File: src/rtl/alu_writeback_if.sv
// rtl/alu_writeback_if.sv - ALU-side and register-file-side handshake bundle for alu_writeback
interface alu_writeback_if #(
  parameter int DEST_W = 3
);
  logic              in_valid;
  logic              in_ready;
  logic [31:0]       in_result;
  logic [4:0]        in_status;
  logic [DEST_W-1:0] in_dest;
  logic              in_wr_reg;
  logic              in_wr_flags;
  logic              out_valid;
  logic              out_ready;
  logic [31:0]       out_data;
  logic [DEST_W-1:0] out_dest;
  logic              out_wr_reg;

  modport slave (
    input  in_valid, in_result, in_status, in_dest, in_wr_reg, in_wr_flags, out_ready,
    output in_ready, out_valid, out_data, out_dest, out_wr_reg
  );

  modport master (
    output in_valid, in_result, in_status, in_dest, in_wr_reg, in_wr_flags, out_ready,
    input  in_ready, out_valid, out_data, out_dest, out_wr_reg
  );
endinterface

File: src/rtl/alu_writeback.sv
// rtl/alu_writeback.sv - registered ALU writeback stage: 2-entry skid buffer plus flags register
// Optional retired/stall counters enabled by ALU_WB_PERF_CNT_EN.
module alu_writeback #(
  parameter int         DEST_W      = 3,
  parameter logic [4:0] RESET_FLAGS = 5'b00000
) (
  input  logic              clk,
  input  logic              rst_n,
  input  logic              flush,
  alu_writeback_if.slave    wb,
  output logic [4:0]        flags
`ifdef ALU_WB_PERF_CNT_EN
  ,
  output logic [31:0]       retired_cnt,
  output logic [31:0]       stall_cnt
`endif
);

  typedef enum logic [1:0] {EMPTY, ONE, TWO} state_t;

  state_t            state_q, state_d;
  logic              in_ready_q, in_ready_d;
  logic [31:0]       head_data_q, head_data_d;
  logic [DEST_W-1:0] head_dest_q, head_dest_d;
  logic              head_wr_q, head_wr_d;
  logic [31:0]       skid_data_q, skid_data_d;
  logic [DEST_W-1:0] skid_dest_q, skid_dest_d;
  logic              skid_wr_q, skid_wr_d;
  logic [4:0]        flags_q, flags_d;
  logic              accept;
  logic              pop;

  // in_ready comes from a flop; flush only masks it, keeping out_ready off this path
  assign wb.in_ready   = in_ready_q & ~flush;
  assign wb.out_valid  = (state_q != EMPTY);
  assign wb.out_data   = head_data_q;
  assign wb.out_dest   = head_dest_q;
  assign wb.out_wr_reg = head_wr_q & wb.out_valid;
  assign flags         = flags_q;

  assign accept = wb.in_valid & wb.in_ready;
  assign pop    = wb.out_valid & wb.out_ready;

  always_comb begin
    state_d     = state_q;
    head_data_d = head_data_q;
    head_dest_d = head_dest_q;
    head_wr_d   = head_wr_q;
    skid_data_d = skid_data_q;
    skid_dest_d = skid_dest_q;
    skid_wr_d   = skid_wr_q;
    flags_d     = flags_q;

    case (state_q)
      EMPTY: begin
        if (accept) begin
          head_data_d = wb.in_result;
          head_dest_d = wb.in_dest;
          head_wr_d   = wb.in_wr_reg;
          state_d     = ONE;
        end
      end
      ONE: begin
        if (accept && pop) begin
          head_data_d = wb.in_result;
          head_dest_d = wb.in_dest;
          head_wr_d   = wb.in_wr_reg;
        end else if (accept) begin
          skid_data_d = wb.in_result;
          skid_dest_d = wb.in_dest;
          skid_wr_d   = wb.in_wr_reg;
          state_d     = TWO;
        end else if (pop) begin
          state_d = EMPTY;
        end
      end
      TWO: begin
        if (pop) begin
          head_data_d = skid_data_q;
          head_dest_d = skid_dest_q;
          head_wr_d   = skid_wr_q;
          skid_data_d = '0;
          skid_dest_d = '0;
          skid_wr_d   = 1'b0;
          state_d     = ONE;
        end
      end
      default: state_d = EMPTY;
    endcase

    // A pop in the flush cycle has already been written by the register file
    if (flush) begin
      state_d = EMPTY;
    end

    if (accept && wb.in_wr_flags) begin
      flags_d = wb.in_status;
    end

    in_ready_d = (state_d != TWO);
  end

  always_ff @(posedge clk or negedge rst_n) begin
    if (!rst_n) begin
      state_q     <= EMPTY;
      in_ready_q  <= 1'b1;
      head_data_q <= '0;
      head_dest_q <= '0;
      head_wr_q   <= 1'b0;
      skid_data_q <= '0;
      skid_dest_q <= '0;
      skid_wr_q   <= 1'b0;
      flags_q     <= RESET_FLAGS;
    end else begin
      state_q     <= state_d;
      in_ready_q  <= in_ready_d;
      head_data_q <= head_data_d;
      head_dest_q <= head_dest_d;
      head_wr_q   <= head_wr_d;
      skid_data_q <= skid_data_d;
      skid_dest_q <= skid_dest_d;
      skid_wr_q   <= skid_wr_d;
      flags_q     <= flags_d;
    end
  end

`ifdef ALU_WB_PERF_CNT_EN
  logic [31:0] retired_cnt_q, retired_cnt_d;
  logic [31:0] stall_cnt_q, stall_cnt_d;

  assign retired_cnt = retired_cnt_q;
  assign stall_cnt   = stall_cnt_q;

  // Counters wrap naturally and survive flush
  always_comb begin
    retired_cnt_d = retired_cnt_q + {31'd0, pop};
    stall_cnt_d   = stall_cnt_q + {31'd0, (wb.out_valid & ~wb.out_ready)};
  end

  always_ff @(posedge clk or negedge rst_n) begin
    if (!rst_n) begin
      retired_cnt_q <= '0;
      stall_cnt_q   <= '0;
    end else begin
      retired_cnt_q <= retired_cnt_d;
      stall_cnt_q   <= stall_cnt_d;
    end
  end
`endif

endmodule

File: src/flat_wrapper.sv
// flat-port wrapper written by rule: the top's interface ports become plain ports
module alu_writeback_flat 
#(
  parameter int         DEST_W      = 3,
  parameter logic [4:0] RESET_FLAGS = 5'b00000
)
  (clk, rst_n, flush, flags, wb_in_valid, wb_in_result, wb_in_status, wb_in_dest, wb_in_wr_reg, wb_in_wr_flags, wb_out_ready, wb_in_ready, wb_out_valid, wb_out_data, wb_out_dest, wb_out_wr_reg);
  alu_writeback_if #(.DEST_W(DEST_W)) wb_i ();
  input  logic clk;
  input  logic rst_n;
  input  logic flush;
  output logic [4:0] flags;
  input wire logic [$bits(wb_i.in_valid)-1:0] wb_in_valid;
  input wire logic [$bits(wb_i.in_result)-1:0] wb_in_result;
  input wire logic [$bits(wb_i.in_status)-1:0] wb_in_status;
  input wire logic [$bits(wb_i.in_dest)-1:0] wb_in_dest;
  input wire logic [$bits(wb_i.in_wr_reg)-1:0] wb_in_wr_reg;
  input wire logic [$bits(wb_i.in_wr_flags)-1:0] wb_in_wr_flags;
  input wire logic [$bits(wb_i.out_ready)-1:0] wb_out_ready;
  output wire logic [$bits(wb_i.in_ready)-1:0] wb_in_ready;
  output wire logic [$bits(wb_i.out_valid)-1:0] wb_out_valid;
  output wire logic [$bits(wb_i.out_data)-1:0] wb_out_data;
  output wire logic [$bits(wb_i.out_dest)-1:0] wb_out_dest;
  output wire logic [$bits(wb_i.out_wr_reg)-1:0] wb_out_wr_reg;
  assign wb_i.in_valid = wb_in_valid;
  assign wb_i.in_result = wb_in_result;
  assign wb_i.in_status = wb_in_status;
  assign wb_i.in_dest = wb_in_dest;
  assign wb_i.in_wr_reg = wb_in_wr_reg;
  assign wb_i.in_wr_flags = wb_in_wr_flags;
  assign wb_i.out_ready = wb_out_ready;
  assign wb_in_ready = wb_i.in_ready;
  assign wb_out_valid = wb_i.out_valid;
  assign wb_out_data = wb_i.out_data;
  assign wb_out_dest = wb_i.out_dest;
  assign wb_out_wr_reg = wb_i.out_wr_reg;
  alu_writeback #(.DEST_W(DEST_W), .RESET_FLAGS(RESET_FLAGS)) u_core (.clk(clk), .rst_n(rst_n), .flush(flush), .wb(wb_i), .flags(flags));
endmodule
File: config.mk
export PLATFORM = sky130hd
export DESIGN_NAME = alu_writeback_flat
export DESIGN_NICKNAME = d
export VERILOG_FILES = /design/src/rtl/alu_writeback_if.sv /design/src/rtl/alu_writeback.sv /design/src/flat_wrapper.sv
export SDC_FILE = /design/constraint.sdc
export NUM_CORES = 1
export LEC_CHECK = 0
export CAP_MARGIN = 20
export CORE_MARGIN = 2
export CORE_UTILIZATION = 50
export DETAILED_ROUTE_END_ITERATION = 16
export PLACE_DENSITY_LB_ADDON = 0.12
export SLEW_MARGIN = 20
export SYNTH_ARGS = -nofsm -noshare
export SYNTH_HDL_FRONTEND = slang
export SYNTH_SLANG_ARGS = --single-unit
File: constraint.sdc
create_clock -name clk -period 4.8 [get_ports clk]
set_input_delay 1.44 -clock clk [delete_from_list [all_inputs] [get_ports clk]]
set_output_delay 1.44 -clock clk [all_outputs]
set_load 0.1 [all_outputs]
# Yosys cells after proc, flatten, opt, wreduce, memory -nomap -nowiden
# Cells that the tools add are included.
# W data, S select, Z words.
# word_totals
register_bits	80
in_bits	47
wordCells	58
output_inout_bits	43
# classes
bitwise	5
n_mux	28
eq_ne	8
reduce_logical	8
# op_table
op	n
$mux W32	5
$pmux W32 S3	1
$pmux W32 S2	1
$mux W3	5
$mux W2	6
$pmux W3 S3	1
$ne A2 B1 Y1 const B	4
$reduce_and A4 Y1	2
$pmux W2 S3	1
$pmux W3 S2	1
$mux W1	5
$and A1 B1 Y1	4
$ne A2 B2 Y1 const B	2
$reduce_bool A2 Y1	2
$pmux W1 S3	1
$reduce_bool A3 Y1	1
$eq A2 B1 Y1 const B	1
$eq A2 B2 Y1 const B	1
$logic_and A1 B1 Y1	2
$logic_not A2 Y1	1
$pmux W1 S2	1
$not A1 Y1	1

# Logic depth before layout (Yosys ltp)
# Gate-level depths: netlist of the first run.
# logic_depth
ltp_word	8
depth_mapped	5
mapped_depth_nobuf	4

# Worst setup path after synthesis of the first run
# No wires, ideal clock.
# synth_path
path_type	input to output
from	input flush
to	output wb_in_ready
path_stages	1
arrival_time_ps	2807
path_buffers	0
path_slack_ps	553
t_required_ps	3360
path_cell_list	nor2b_1
# synth_between
elab_chain_len	2
# synth_lines
item	line	source
start, declared	flat_wrapper.sv:11	input logic flush;
$not A1 Y1	alu_writeback.sv:34	assign wb.in_ready = in_ready_q & ~flush;
$and A1 B1 Y1	alu_writeback.sv:34	
end, declared	flat_wrapper.sv:20	output wire logic [$bits(wb_i.in_ready)-1:0] wb_in_ready;
# Every way passes these cells.

# Worst setup path in the final report of the first run
# Same ends and word-level chain as after synthesis.

==> impl_metrics.tcl, run 1 <==
set metrics [dict create \
    rows 29 \
    post_cts_resize_count 0 \
    holdPathStages 1 \
    rsz0062_at_grt "false" \
    antennaDiodeCount 0 \
    fmax_ghz 0.257 \
    end_kind "output pin" \
    numCtsBuffers 9 \
    grt_util_all_layers_pct 22.2 \
    synth_mux_area_share_pct 1.72 \
    arrival_ns 2.46 \
    start_util_pct 51.7 \
    insertion_delay_ns 0.34 \
    status "finished, final reports clean" \
    die_y_um 85 \
    synth-seq-cells 80 \
    portBuffers 89 \
    cp_max_fo 5 \
    drv_cap 0 \
    finalMaxSlewViolations 0 \
    drive_gt1_share_pct 7.69 \
    async_flop_share_pct 100 \
    cts-root-buf "clkbuf_8" \
    cts_tree "yes" \
    synth_seq_area_share_pct 61.1 \
    place_hpwl_mm 4.45 \
    min_to "u_core.skid_data_q[11]" \
    worstReg2RegEnd "u_core.wb.out_data[14]" \
    yosysMostFrequentCell "dfrtp_1" \
    numClockSinks 80 \
    fin_crit_sh_pct 81.2 \
    postCtsSetupRepairBufs 0 \
    min_period_ns 3.90 \
    tightest_slew_ns 1.06 \
    via_count 2626 \
    wire_per_inst_um 16.2 \
    synth-compound-area-share_pct 18.1 \
    nets 434 \
    drc 0 \
    peakVddDrop_mv 0.301 \
    die_w_um 85 \
    fill_cells 485 \
    routed_via_density 5.62 \
    dieArea_mm2 0.00723 \
    synth_commonest_cells "79 x dfrtp_1, 73 x nand2_1, 37 x nor2_1" \
    grt_pass1_wl_mm 12.6 \
    grt_overflow 0 \
    htreeDepth 3 \
    syn_area_per_cell_um2 10.8 \
    cp-start-kind "primary input" \
    yosys_warnings 0 \
    path_class "in2out" \
    antenna_left 0 \
    drt_iter0_drc 227 \
    ys_types 24 \
    final_util_pct 69.2 \
    synth_fp_nets 352 \
    hold_viol 0 \
    fin_tns_setup_ns 0 \
    cts_hold_buf 0 \
    antenna_found_initial 0 \
    synth_edf_count 0 \
    core_mm2 0.00635 \
    clk_pin_slew_ns 0.07 \
    synth_cells 305 \
    wirelength_mm 7.58 \
    top_level_ports 90 \
    synth_top_flop_cell "dfrtp_1" \
    synthToLayoutAreaGrowth_pct 33.9 \
    place_congestion 0.737 \
    timing.rr.start "u_core.state_q[0]" \
    synth_top_family_by_area "compound AO/OA/AOI/OAI gates" \
    hp-start "u_core.skid_data_q[11]" \
    crit_required_ns 3.36 \
    grt_pass1_vias 2532 \
    grt_max_degree 81 \
    synth_top_area_share_pct 60.3 \
    ff2ff_setup_slack_ns 2.34 \
    slew_headroom_pct 29.1 \
    setup_viol_count_final 0 \
    syn-cell-area_mm2 0.00328 \
    yosys.area_share.simple_pct 14.9 \
    hp-class "reg2reg" \
    dr.pass1.iters 4 \
    yosysTopAreaCell "dfrtp_1" \
    clockBufferDepth 2 \
    synth_fa_ha_area_share_pct 0 \
    r2r_cells 5 \
    cellPowerDensity_mw_per_mm2 534 \
    p_leak_nw 1.94 \
    yosys-top-cells-area "dfrtp_1 60%, a22o_1 9.6%, nand2_1 8.4%" \
    synthXorXnorAreaFrac_pct 0.267 \
    skew_ns 0.0117 \
]
## cells in the final DEF, fill, tap and decap left out
cell type,instances
nand2_1,73
bufinv_16,2
dfstp_2,1
buf_6,1
a31oi_1,36
or2_2,1
mux2_2,5
clkinvlp_4,1
a2bb2oi_1,1
nand3b_1,1
nor3_4,1
nor2_1,37
nand3_1,1
clkbuf_8,10
nor2b_4,1
xor2_1,1
nor2b_1,2
o32ai_4,1
buf_4,4
a211o_1,1
nand2b_2,1
a22o_1,36
a21oi_4,1
and2_1,1
nand4b_1,1
clkdlybuf4s50_1,87
dfrtp_1,79
clkbuf_1,1
inv_1,2
## state kept, by name (all words and copies together) (netlist names)
name	flops
u_core.skid_wr_q	1
u_core.state_q	2
u_core.head_wr_q	1
u_core.flags	5
u_core.wb.out_data	32
u_core.skid_dest_q	3
u_core.wb.out_dest	3
u_core.skid_data_q	32
u_core.in_ready_q	1
## per-stage QoR
| stage | instances | hold slack [ns] | total power [mW] | setup slack, ns | cell area (µm²) |
|---|---|---|---|---|---|
| floorplan | 305 | 0.466 | 1.58 | 0.553 | 3280 |
| global placement | 453 | 0.482 | 1.81 | 0.922 | 4180 |
| detailed placement | 453 | 0.481 | 1.83 | 0.905 | 4180 |
| CTS | 467 | 0.505 | 2.36 | 0.898 | 4390 |
| global route | 467 | 0.527 | 2.44 | 0.860 | 4390 |
| finish | 467 | 0.502 | 2.35 | 0.902 | 4390 |
## cell type report
class	count	area, µm²	area share, %
clock buffer	11	141	3.22
multi-input combinational	202	1160	26.5
tap	77	96.3	2.19
inverter	2	7.51	0.171
sequential	80	2000	45.6
clock inverter	3	67.6	1.54
timing repair buffer	92	912	20.8
## kinds of logic after synthesis
logic type / after synthesis
flip-flops: 80
buffers and inverters: 23
XOR/XNOR: 1
AND/OR/NAND/NOR: 120
multiplexers: 5
AO/OA/AOI/OAI: 76
## where the power goes
| part | leakage [nW] | switching, mW | internal, mW |
|---|---|---|---|
| clock network | 0.101 | 0.231 | 0.302 |
| logic | 0.880 | 0.657 | 0.253 |
| registers | 0.958 | 0.0834 | 0.821 |
| total | 1.94 | 0.971 | 1.38 |
## routing by layer
metal,share of wire (%),wire length [µm],global-route usage [%],vias to the layer above
met5,0,0,0,-
met4,1.5,117,8.66,0
met3,5.6,422,6.23,10
met2,48,3670,32.9,78
met1,45,3370,31.4,1310
li1,-,-,-,1228
## critical path, cell delays in order
cell and delay (ns):
clkdlybuf4s50_1 0.51, nor2b_1 0.19, buf_4 0.32
## how the worst max path moves through the flow
| stage | from | endpoint |
|---|---|---|
| global route | flush | wb_in_ready |
| finish | flush | wb_in_ready |
| detailed placement | flush | wb_in_ready |
| CTS | flush | wb_in_ready |
| floorplan | flush | wb_in_ready |
| global placement | flush | wb_in_ready |
Power figures use the tool's default switching activity.
==> inputs of run 2 (changes only) <==
Settings changed: CORE_UTILIZATION 50 to 43.
Clock period 4.8 ns to 3.3 ns, I/O delays scaled along.
==> impl_metrics.tcl, run 2 (synthesis results as in run 1) <==
set metrics [dict create \
    drive_gt1_share_pct 19.9 \
    clockBufferDepth 2 \
    grt_pass1_vias 2479 \
    hp-class "reg2reg" \
    fin_crit_sh_pct 88.4 \
    final_util_pct 59.2 \
    fin_tns_setup_ns 0 \
    min_to "u_core.skid_data_q[12]" \
    r2r_cells 5 \
    place_congestion 0.722 \
    antennaDiodeCount 0 \
    grt_util_all_layers_pct 18.8 \
    holdPathStages 1 \
    p_leak_nw 1.99 \
    cellPowerDensity_mw_per_mm2 746 \
    insertion_delay_ns 0.34 \
    grt_overflow 0 \
    min_period_ns 2.92 \
    path_class "in2out" \
    placed_cell_area_mm2 0.00415 \
    worstReg2RegEnd "u_core.wb.out_data[9]" \
    numClockSinks 80 \
    cp_max_fo 5 \
    final_cell_mix "79 x dfrtp_1, 73 x nand2_1, 50 x buf_4" \
    synthToLayoutAreaGrowth_pct 32.2 \
    dieArea_mm2 0.00834 \
    startpoint "flush" \
    drc 0 \
    hold_viol 0 \
    finalPower_mw 3.23 \
    routed_via_density 5.26 \
    crit_required_ns 2.31 \
    cp-start-kind "primary input" \
    htreeDepth 3 \
    rsz0062_at_grt "false" \
    drt_iter0_drc 98 \
    core_mm2 0.00733 \
    tightest_slew_ns 0.901 \
    cts_hold_buf 0 \
    place_hpwl_mm 4.64 \
    slew_headroom_pct 39.9 \
    cpMaxStageDelayCell "clkdlybuf4s50_1" \
    setup_viol_count_final 0 \
    path_cells "clkdlybuf4s50_1, nor2b_2, buf_12" \
    max_stage_delay_ns 0.51 \
    critPathBufInv 2 \
    grt_pass1_wl_mm 12.5 \
    wire_per_inst_um 15.2 \
    top_level_ports 90 \
    finalMaxSlewViolations 0 \
    skew_ns 0.0123 \
    fmax_ghz 0.343 \
    cts_tree "yes" \
    hp-start "u_core.skid_data_q[12]" \
    clk_pin_slew_ns 0.08 \
    start_util_pct 44.8 \
    dp.cells 479 \
    portBuffers 89 \
    ff2ff_setup_slack_ns 1.14 \
    nets 439 \
    die_y_um 91.3 \
    design_area_mm2 0.00434 \
    antenna_found_initial 0 \
    via_count 2610 \
    postCtsSetupRepairBufs 0 \
    die_w_um 91.3 \
    rows 31 \
    dr.pass1.iters 4 \
    drv_cap 0 \
    timing.rr.start "u_core.state_q[0]" \
    cp_top_family "buffers and inverters" \
    wirelength_mm 7.55 \
    antenna_left 0 \
    grt_max_degree 81 \
    arrival_ns 1.93 \
    status "finished, final reports clean" \
    end_kind "output pin" \
    final_common_cell "dfrtp_1" \
    cts-root-buf "clkbuf_8" \
    numCtsBuffers 9 \
    post_cts_resize_count 0 \
    fin_cells 496 \
    peakVddDrop_mv 0.298 \
]
[run 2: area by class of cell]
class	instances	area, µm²
inverters	2	7.51
repair buffers	97	873
clock inverters	5	31.3
flip-flops and latches	80	2000
well taps	99	124
multi-input cells	202	1170
fillers	657	2990
clock buffers	11	131
[run 2: worst max-delay path by stage]
stage               slack [ns]  cells after the start           to
finish                    0.38                      3  wb_in_ready
global route              0.34                      3  wb_in_ready
CTS                       0.38                      3  wb_in_ready
detailed placement        0.38                      3  wb_in_ready
global placement          0.38                      3  wb_in_ready
floorplan                 0.51                      1  wb_in_ready
[run 2: per-layer routing]
layer	vias up	GRT usage [%]	share of wire, %
met2	80	27.8	46
met4	0	5.30	0.98
li1	1242	-	-
met1	1282	26.8	47
met3	6	5.89	6.2
met5	-	0	0
[run 2: through the flow]
| step | hold WS (ns) | setup slack (ns) |
|---|---|---|
| 2_1_floorplan | 0.466 | 0.508 |
| 3_3_place_gp | 0.482 | 0.383 |
| 3_5_place_dp | 0.481 | 0.379 |
| 4_1_cts | 0.505 | 0.380 |
| 5_1_grt | 0.515 | 0.340 |
| 6_report | 0.500 | 0.384 |
[run 2: report_power, final]
| group | switching [mW] | total [mW] | leakage [nW] | internal [mW] |
|---|---|---|---|---|
| clock | 0.355 | 0.628 | 0.0835 | 0.273 |
| combinational | 0.955 | 1.29 | 0.946 | 0.338 |
| sequential | 0.118 | 1.31 | 0.958 | 1.19 |
